==> config.mk <==
export PLATFORM = sky130hd
export DESIGN_NAME = serial_echo_fifo_flat
export DESIGN_NICKNAME = d
export VERILOG_FILES = /design/src/rtl/serial_echo_fifo_if.sv /design/src/rtl/serial_echo_fifo.sv /design/src/flat_wrapper.sv
export SDC_FILE = /design/constraint.sdc
export NUM_CORES = 1
export LEC_CHECK = 0
export CAP_MARGIN = 15
export CELL_PAD_IN_SITES_DETAIL_PLACEMENT = 1
export CELL_PAD_IN_SITES_GLOBAL_PLACEMENT = 1
export CORE_MARGIN = 4
export CORE_UTILIZATION = 30
export CTS_BUF_LIST = sky130_fd_sc_hd__clkbuf_8
export CTS_CLUSTER_DIAMETER = 150
export DETAILED_ROUTE_END_ITERATION = 7
export PLACE_DENSITY = 0.58
export SETUP_SLACK_MARGIN = 0.4
export SLEW_MARGIN = 20
export SYNTH_ARGS = -nofsm -noshare
export SYNTH_HDL_FRONTEND = slang
export SYNTH_SLANG_ARGS = --single-unit
==> constraint.sdc <==
create_clock -name clk -period 7.9 [get_ports clk]
set_input_delay 0.79 -clock clk [delete_from_list [all_inputs] [get_ports clk]]
set_output_delay 0.79 -clock clk [all_outputs]
set_load 0.03 [all_outputs]
==> src/rtl/serial_echo_fifo_if.sv <==
// Signal bundle between the UART-facing environment and the echo FIFO block.
// Signal names follow the receiver/transmitter datasheet names.
interface serial_echo_fifo_if #(
  parameter int DATA_W = 8,
  parameter int DEPTH  = 16
);
  logic [DATA_W-1:0]      RX_DATA;
  logic                   RX_STATUS;
  logic [1:0]             MODE;
  logic                   TX_STATUS;
  logic                   CLR_ERR;
  logic [DATA_W-1:0]      TX_DATA;
  logic                   TX_EN;
  logic [$clog2(DEPTH):0] FILL;
  logic                   OVERFLOW;
  logic                   TX_TIMEOUT;

  modport master (
    output RX_DATA, RX_STATUS, MODE, TX_STATUS, CLR_ERR,
    input  TX_DATA, TX_EN, FILL, OVERFLOW, TX_TIMEOUT
  );

  modport slave (
    input  RX_DATA, RX_STATUS, MODE, TX_STATUS, CLR_ERR,
    output TX_DATA, TX_EN, FILL, OVERFLOW, TX_TIMEOUT
  );
endinterface

==> src/rtl/serial_echo_fifo.sv <==
// UART RX->TX echo: detects completed RX words, transforms them, buffers them
// in a circular FIFO and drains them to the transmitter with a strobe/ack handshake.
module serial_echo_fifo #(
  parameter int DATA_W      = 8,
  parameter int DEPTH       = 16,
  parameter int SYNC_STAGES = 2,
  parameter int ACK_TIMEOUT = 64
) (
  input  logic               clk,
  input  logic               rst_n,
  serial_echo_fifo_if.slave  bus
);
  localparam int AW = $clog2(DEPTH);
  localparam int CW = $clog2(ACK_TIMEOUT + 1);

  typedef enum logic [1:0] {IDLE, WAIT_ACK, WAIT_DONE} state_t;

  // Transform selected by MODE; L = low DATA_W-1 bits, M = MSB.
  function automatic logic [DATA_W-1:0] xform(input logic [DATA_W-1:0] d,
                                               input logic [1:0]        m);
    logic [DATA_W-1:0] r;
    r = d;
    case (m)
      2'd1:    if (d[DATA_W-1]) r = {1'b1, ~d[DATA_W-2:0]};
      2'd2:    r = {d[DATA_W-1], ~d[DATA_W-2:0]};
      2'd3:    for (int i = 0; i < DATA_W; i++) r[i] = d[DATA_W-1-i];
      default: r = d;
    endcase
    return r;
  endfunction

  // ---------------- RX status synchroniser and fall detect ----------------
  logic [SYNC_STAGES-1:0] rx_sync;
  logic                   rx_hist;
  logic                   rx_fall;

  // Preset to 1 so that releasing reset with RX_STATUS idle-high is not a fall.
  always_ff @(posedge clk or negedge rst_n) begin
    if (!rst_n) begin
      rx_sync <= '1;
      rx_hist <= 1'b1;
    end else begin
      // NOTE: sequential state uses non-blocking (<=) so every flop samples
      // pre-edge values, which is what makes the shift chain a chain.
      rx_sync <= {rx_sync[SYNC_STAGES-2:0], bus.RX_STATUS};
      rx_hist <= rx_sync[SYNC_STAGES-1];
    end
  end

  assign rx_fall = rx_hist & ~rx_sync[SYNC_STAGES-1];

  // ---------------- FIFO ----------------
  logic [DATA_W-1:0] mem [DEPTH];
  logic [AW-1:0]     wr_ptr, rd_ptr;
  logic [AW:0]       fill;
  logic              full, push_ok, pop, overflow_evt;

  assign full         = (fill == (AW+1)'(DEPTH));
  assign push_ok      = rx_fall & (~full | pop);
  assign overflow_evt = rx_fall & full & ~pop;

  // NOTE: the storage array has no reset; it is never read before being
  // written because FILL gates every pop, and leaving it unreset lets it map to RAM.
  always_ff @(posedge clk) begin
    if (push_ok) mem[wr_ptr] <= xform(bus.RX_DATA, bus.MODE);
  end

  always_ff @(posedge clk or negedge rst_n) begin
    if (!rst_n) begin
      wr_ptr <= '0;
      rd_ptr <= '0;
      fill   <= '0;
    end else begin
      if (push_ok) wr_ptr <= wr_ptr + 1'b1;
      if (pop)     rd_ptr <= rd_ptr + 1'b1;
      case ({push_ok, pop})
        2'b10:   fill <= fill + 1'b1;
        2'b01:   fill <= fill - 1'b1;
        default: fill <= fill;
      endcase
    end
  end

  // ---------------- TX handshake FSM ----------------
  state_t            state, state_nx;
  logic [CW-1:0]     cnt, cnt_nx;
  logic              timeout_evt;
  logic [DATA_W-1:0] tx_data;
  logic              tx_en, overflow, tx_timeout;

  // NOTE: every output of this block is given a default first, so no path
  // leaves a signal unassigned and no latch is inferred.
  always_comb begin
    state_nx    = state;
    cnt_nx      = cnt;
    pop         = 1'b0;
    timeout_evt = 1'b0;
    case (state)
      IDLE: begin
        // FILL is registered, so a word pushed this edge cannot pop until the next.
        if (fill != '0 && bus.TX_STATUS) begin
          pop      = 1'b1;
          cnt_nx   = '0;
          state_nx = WAIT_ACK;
        end
      end
      WAIT_ACK: begin
        if (!bus.TX_STATUS) begin
          state_nx = WAIT_DONE;
        end else if (cnt == CW'(ACK_TIMEOUT - 1)) begin
          timeout_evt = 1'b1;
          state_nx    = IDLE;
        end else begin
          cnt_nx = cnt + 1'b1;
        end
      end
      WAIT_DONE: if (bus.TX_STATUS) state_nx = IDLE;
      default:   state_nx = IDLE;
    endcase
  end

  always_ff @(posedge clk or negedge rst_n) begin
    if (!rst_n) begin
      state      <= IDLE;
      cnt        <= '0;
      tx_data    <= '0;
      tx_en      <= 1'b0;
      overflow   <= 1'b0;
      tx_timeout <= 1'b0;
    end else begin
      state <= state_nx;
      cnt   <= cnt_nx;
      tx_en <= pop;
      if (pop) tx_data <= mem[rd_ptr];
      // A new error event takes priority over a simultaneous clear.
      if (overflow_evt)     overflow <= 1'b1;
      else if (bus.CLR_ERR) overflow <= 1'b0;
      if (timeout_evt)      tx_timeout <= 1'b1;
      else if (bus.CLR_ERR) tx_timeout <= 1'b0;
    end
  end

  assign bus.TX_DATA    = tx_data;
  assign bus.TX_EN      = tx_en;
  assign bus.FILL       = fill;
  assign bus.OVERFLOW   = overflow;
  assign bus.TX_TIMEOUT = tx_timeout;
endmodule

==> src/flat_wrapper.sv <==
// flat-port wrapper written by rule: the top's interface ports become plain ports
module serial_echo_fifo_flat 
#(
  parameter int DATA_W      = 8,
  parameter int DEPTH       = 16,
  parameter int SYNC_STAGES = 2,
  parameter int ACK_TIMEOUT = 64
)
  (clk, rst_n, bus_RX_DATA, bus_RX_STATUS, bus_MODE, bus_TX_STATUS, bus_CLR_ERR, bus_TX_DATA, bus_TX_EN, bus_FILL, bus_OVERFLOW, bus_TX_TIMEOUT);
  serial_echo_fifo_if #(.DATA_W(DATA_W), .DEPTH(DEPTH)) bus_i ();
  input  logic clk;
  input  logic rst_n;
  input wire logic [$bits(bus_i.RX_DATA)-1:0] bus_RX_DATA;
  input wire logic [$bits(bus_i.RX_STATUS)-1:0] bus_RX_STATUS;
  input wire logic [$bits(bus_i.MODE)-1:0] bus_MODE;
  input wire logic [$bits(bus_i.TX_STATUS)-1:0] bus_TX_STATUS;
  input wire logic [$bits(bus_i.CLR_ERR)-1:0] bus_CLR_ERR;
  output wire logic [$bits(bus_i.TX_DATA)-1:0] bus_TX_DATA;
  output wire logic [$bits(bus_i.TX_EN)-1:0] bus_TX_EN;
  output wire logic [$bits(bus_i.FILL)-1:0] bus_FILL;
  output wire logic [$bits(bus_i.OVERFLOW)-1:0] bus_OVERFLOW;
  output wire logic [$bits(bus_i.TX_TIMEOUT)-1:0] bus_TX_TIMEOUT;
  assign bus_i.RX_DATA = bus_RX_DATA;
  assign bus_i.RX_STATUS = bus_RX_STATUS;
  assign bus_i.MODE = bus_MODE;
  assign bus_i.TX_STATUS = bus_TX_STATUS;
  assign bus_i.CLR_ERR = bus_CLR_ERR;
  assign bus_TX_DATA = bus_i.TX_DATA;
  assign bus_TX_EN = bus_i.TX_EN;
  assign bus_FILL = bus_i.FILL;
  assign bus_OVERFLOW = bus_i.OVERFLOW;
  assign bus_TX_TIMEOUT = bus_i.TX_TIMEOUT;
  serial_echo_fifo #(.DATA_W(DATA_W), .DEPTH(DEPTH), .SYNC_STAGES(SYNC_STAGES), .ACK_TIMEOUT(ACK_TIMEOUT)) u_core (.clk(clk), .rst_n(rst_n), .bus(bus_i));
endmodule
==> summary.txt <==
NetSw: 0.885 mW
warnings from Yosys: 0
final setup TNS: 0 ps
critical path peak fanout: 19
Sequential Power Share: 44.9%
Tmin final: 3720 ps
Critical Path RT: 8210 ps
Final Hold Fails: 0
RSZ-0062 raised after global routing: false
Initial Util: 30.8%
Reg2Reg Depth: 10
Net Count, Synth: 453
#FFs+latches synth: 164
Die W: 161 um
synthesized instance count: 428
CTS tree: built
Clk Latency, worst-skew pair: 460 ps
leakage power: 2.76 nW
CP Buf/Inv Count: 2
Main synth FF type: edfxtp_1
initial antenna violation count: 0
Routed WL: 15.2 mm
P_int: 1.67 mW
CTS root buf: clkbuf_8
slew margin rel.: 35.1%
Final WS setup: 4180 ps
synthesized cell area: 0.00705 mm2
Min-Delay Endpoint: u_core.rx_sync[1]
Iter 0 DRT Violations: 218
number of synthesized flops with an enable pin: 128
mean post-synth cell area: 16.5 um2
CTS Sinks: 164
Detail Route Antenna Nets: 0
Worst setup EP type: flip-flop
Hold Crit Start: u_core.rx_sync[0]
Async S/R FF share, synth: 22.0%
layout filler cell count: 2338
vias in the first global route: 4093
cell depth of the worst hold path: 0
Slowest-stage cell, CP: clkdlybuf4s50_1
Fin Clk Skew: 15.7 ps
I/O pin count: 31
Reg-to-Reg End: u_core.bus.FILL[4]
GRT Overall Usage: 12.2%
crit path DAT: 4030 ps
Worst path max stage delay: 560 ps
number of diodes: 0
power per cell area: 317 mW/mm2
die extent in y: 161 um
total power draw: 2.56 mW
GPL Wtd Cong: 0.757
worst vdd ir: 158 uV
Tcrit/Tclk final: 47.0%
Fmax achieved: 269 MHz
H-tree Lvls: 4
r2r setup slk: 4340 ps
clock buffer count from CTS: 17
Clock power frac: 23.0%
fraction of layout cells with a size suffix above 1: 16.8%
Resize count post-CTS: 0
Crit Path Class: in2reg
total gr overflow: 0
drt drc: 0
Hold Path Class: reg2reg
full die area: 0.0260 mm2
via count: 3797
Comb power frac: 32.1%
pre-CTS WS: 3760 ps
Final #Nets: 488
core area: 0.0228 mm2
Initial DRT Pass Iterations: 5
Non-Filler Instances: 789
vias per cell: 4.81
Yosys cell types: 54
crit-path cells: clkdlybuf4s50_1 -> or3b_1 -> a21o_1 -> inv_2 -> ha_1 -> xor2_1 -> ha_1 -> o21ai_0 -> o22ai_1 -> a2111oi_0 -> a211oi_1
drt wl/cell: 19.3 um
worst r2r src: u_core.bus.FILL[1]
switching share of total power: 34.6%
Most common cell on crit path: ha_1
Clock Tree Buf Depth: 2
Worst-Margin Slew: 970 ps
Final HPWL DP: 9.84 mm
Setup violations, final: 0
Startpoint Class: input port
Slew Viols, Final: 0
CTS Hold Bufs: 0
IO buf count: 30
Setup Fix Bufs, Post-CTS: 0
standard-cell row count: 55
MaxCap Viol Count: 0
largest net degree at the start of global routing: 37
Layout area overhead: 14.4%
status: completed
first-pass GRT wire length: 24.1 mm
Clock transition at path regs: 80 ps
Crit path max-delay family: compound AO/OA/AOI/OAI gates
placed insts: 757
register area share after synthesis: 67.4%
-- layout by cell type (no fill, tap or decap), types with 6 or more instances in the layout --
cell type / count
a22o_1: 8
inv_1: 11
mux4_2: 24
mux2i_1: 15
xnor2_1: 9
xor2_1: 9
mux4_1: 8
dfrtp_1: 32
nor2b_1: 12
ha_1: 10
clkdlybuf4s50_1: 29
a211o_1: 8
o22ai_1: 8
clkbuf_8: 17
nor2_1: 22
nand2b_1: 7
buf_4: 12
edfxtp_1: 128
nand2_1: 21
a31oi_1: 6
a21oi_1: 14
-- worst max-delay path by stage --
| stage | slack [ps] | cells past startpoint | start | endpoint |
|---|---|---|---|---|
| floorplan | 4730 | 12 | bus_TX_STATUS | u_core.bus.FILL[4] |
| global placement | 3860 | 11 | bus_TX_STATUS | u_core.bus.FILL[4] |
| detailed placement | 3760 | 11 | bus_TX_STATUS | u_core.bus.FILL[4] |
| CTS | 4260 | 11 | bus_TX_STATUS | u_core.bus.FILL[4] |
| global route | 4010 | 11 | bus_TX_STATUS | u_core.bus.FILL[4] |
| finish | 4180 | 11 | bus_TX_STATUS | u_core.bus.FILL[4] |
-- per-layer routing --
| layer | global-route usage (%) | up-vias | share of wire (%) |
|---|---|---|---|
| met1 | 16.1 | 1988 | 46 |
| li1 | - | 1737 | - |
| met3 | 3.44 | 9 | 3.4 |
| met2 | 19.9 | 63 | 49 |
| met5 | 0 | - | 0 |
| met4 | 3.68 | 0 | 0.80 |
-- kinds of logic after synthesis --
kind of cell,synth area share [%]
adders and majority gates,1.78
and+or+nand+nor,5.95
DFF,67.4
muxes,12.9
xor gates and xnor gates,2.24
AOI/OAI and AO/OA,6.92
buffers and inverters,2.79
-- through the flow --
| stage | utilization [%] | hold WS (ps) | cell area [um2] |
|---|---|---|---|
| 4_1_cts | 35.3 | 367 | 8060 |
| 2_1_floorplan | - | 345 | 7050 |
| 3_3_place_gp | 33.6 | 355 | 7670 |
| 5_1_grt | 35.3 | 368 | 8060 |
| 3_5_place_dp | 33.6 | 353 | 7670 |
| 6_report | 35.3 | 363 | 8060 |
-- worst register-to-register path: cells and delay by family, from the launching register on --
| family | cells | cell delay, ps |
|---|---|---|
| compound gates | 5 | 1500 |
| xor+xnor | 1 | 190 |
| fa+ha+maj | 2 | 600 |
| buf+inv | 1 | 160 |
| flops | 1 | 500 |
| simple gates | 1 | 490 |
-- synthesized netlist by cell type (9+ instances only) --
cell,count,share of area (%)
nand2_1,21,1.1
xnor2_1,9,1.1
ha_1,10,1.8
clkbuf_1,10,0.53
mux2i_1,15,2.1
mux4_2,24,7.7
inv_1,10,0.53
a21oi_1,17,1.2
nor2b_1,12,1.1
dfrtp_1,33,12
xor2_1,9,1.1
edfxtp_1,128,55
nor2_1,22,1.2
-- power groups by stage --
stage	Combinational, mW	Clock [mW]	Sequential [mW]
after global placement	0.822	0	1.16
after floorplan	0.579	0	1.18
final	0.822	0.587	1.15
after detailed placement	0.836	0	1.17
after global routing	0.897	0.646	1.17
after CTS	0.838	0.609	1.15
-- state kept, by name (all words and copies together), names as in the netlist --
signal	cells
u_core.rx_sync	2
u_core.bus.TX_DATA	8
u_core.cnt	7
u_core.bus.FILL	5
u_core.bus.TX_EN	1
u_core.mem	128
u_core.bus.OVERFLOW	1
u_core.rx_hist	1
u_core.wr_ptr	4
u_core.bus.TX_TIMEOUT	1
u_core.rd_ptr	4
u_core.state	2
-- layout make-up --
class	instances	area [um2]	area share [%]
sequential	164	4750	58.9
clock buffer	17	234	2.90
tap	313	392	4.86
multi-input combinational	227	2110	26.2
clock inverter	15	149	1.85
timing repair buffer	42	385	4.78
inverter	11	41.3	0.512
(Power assumes the default switching activity.)
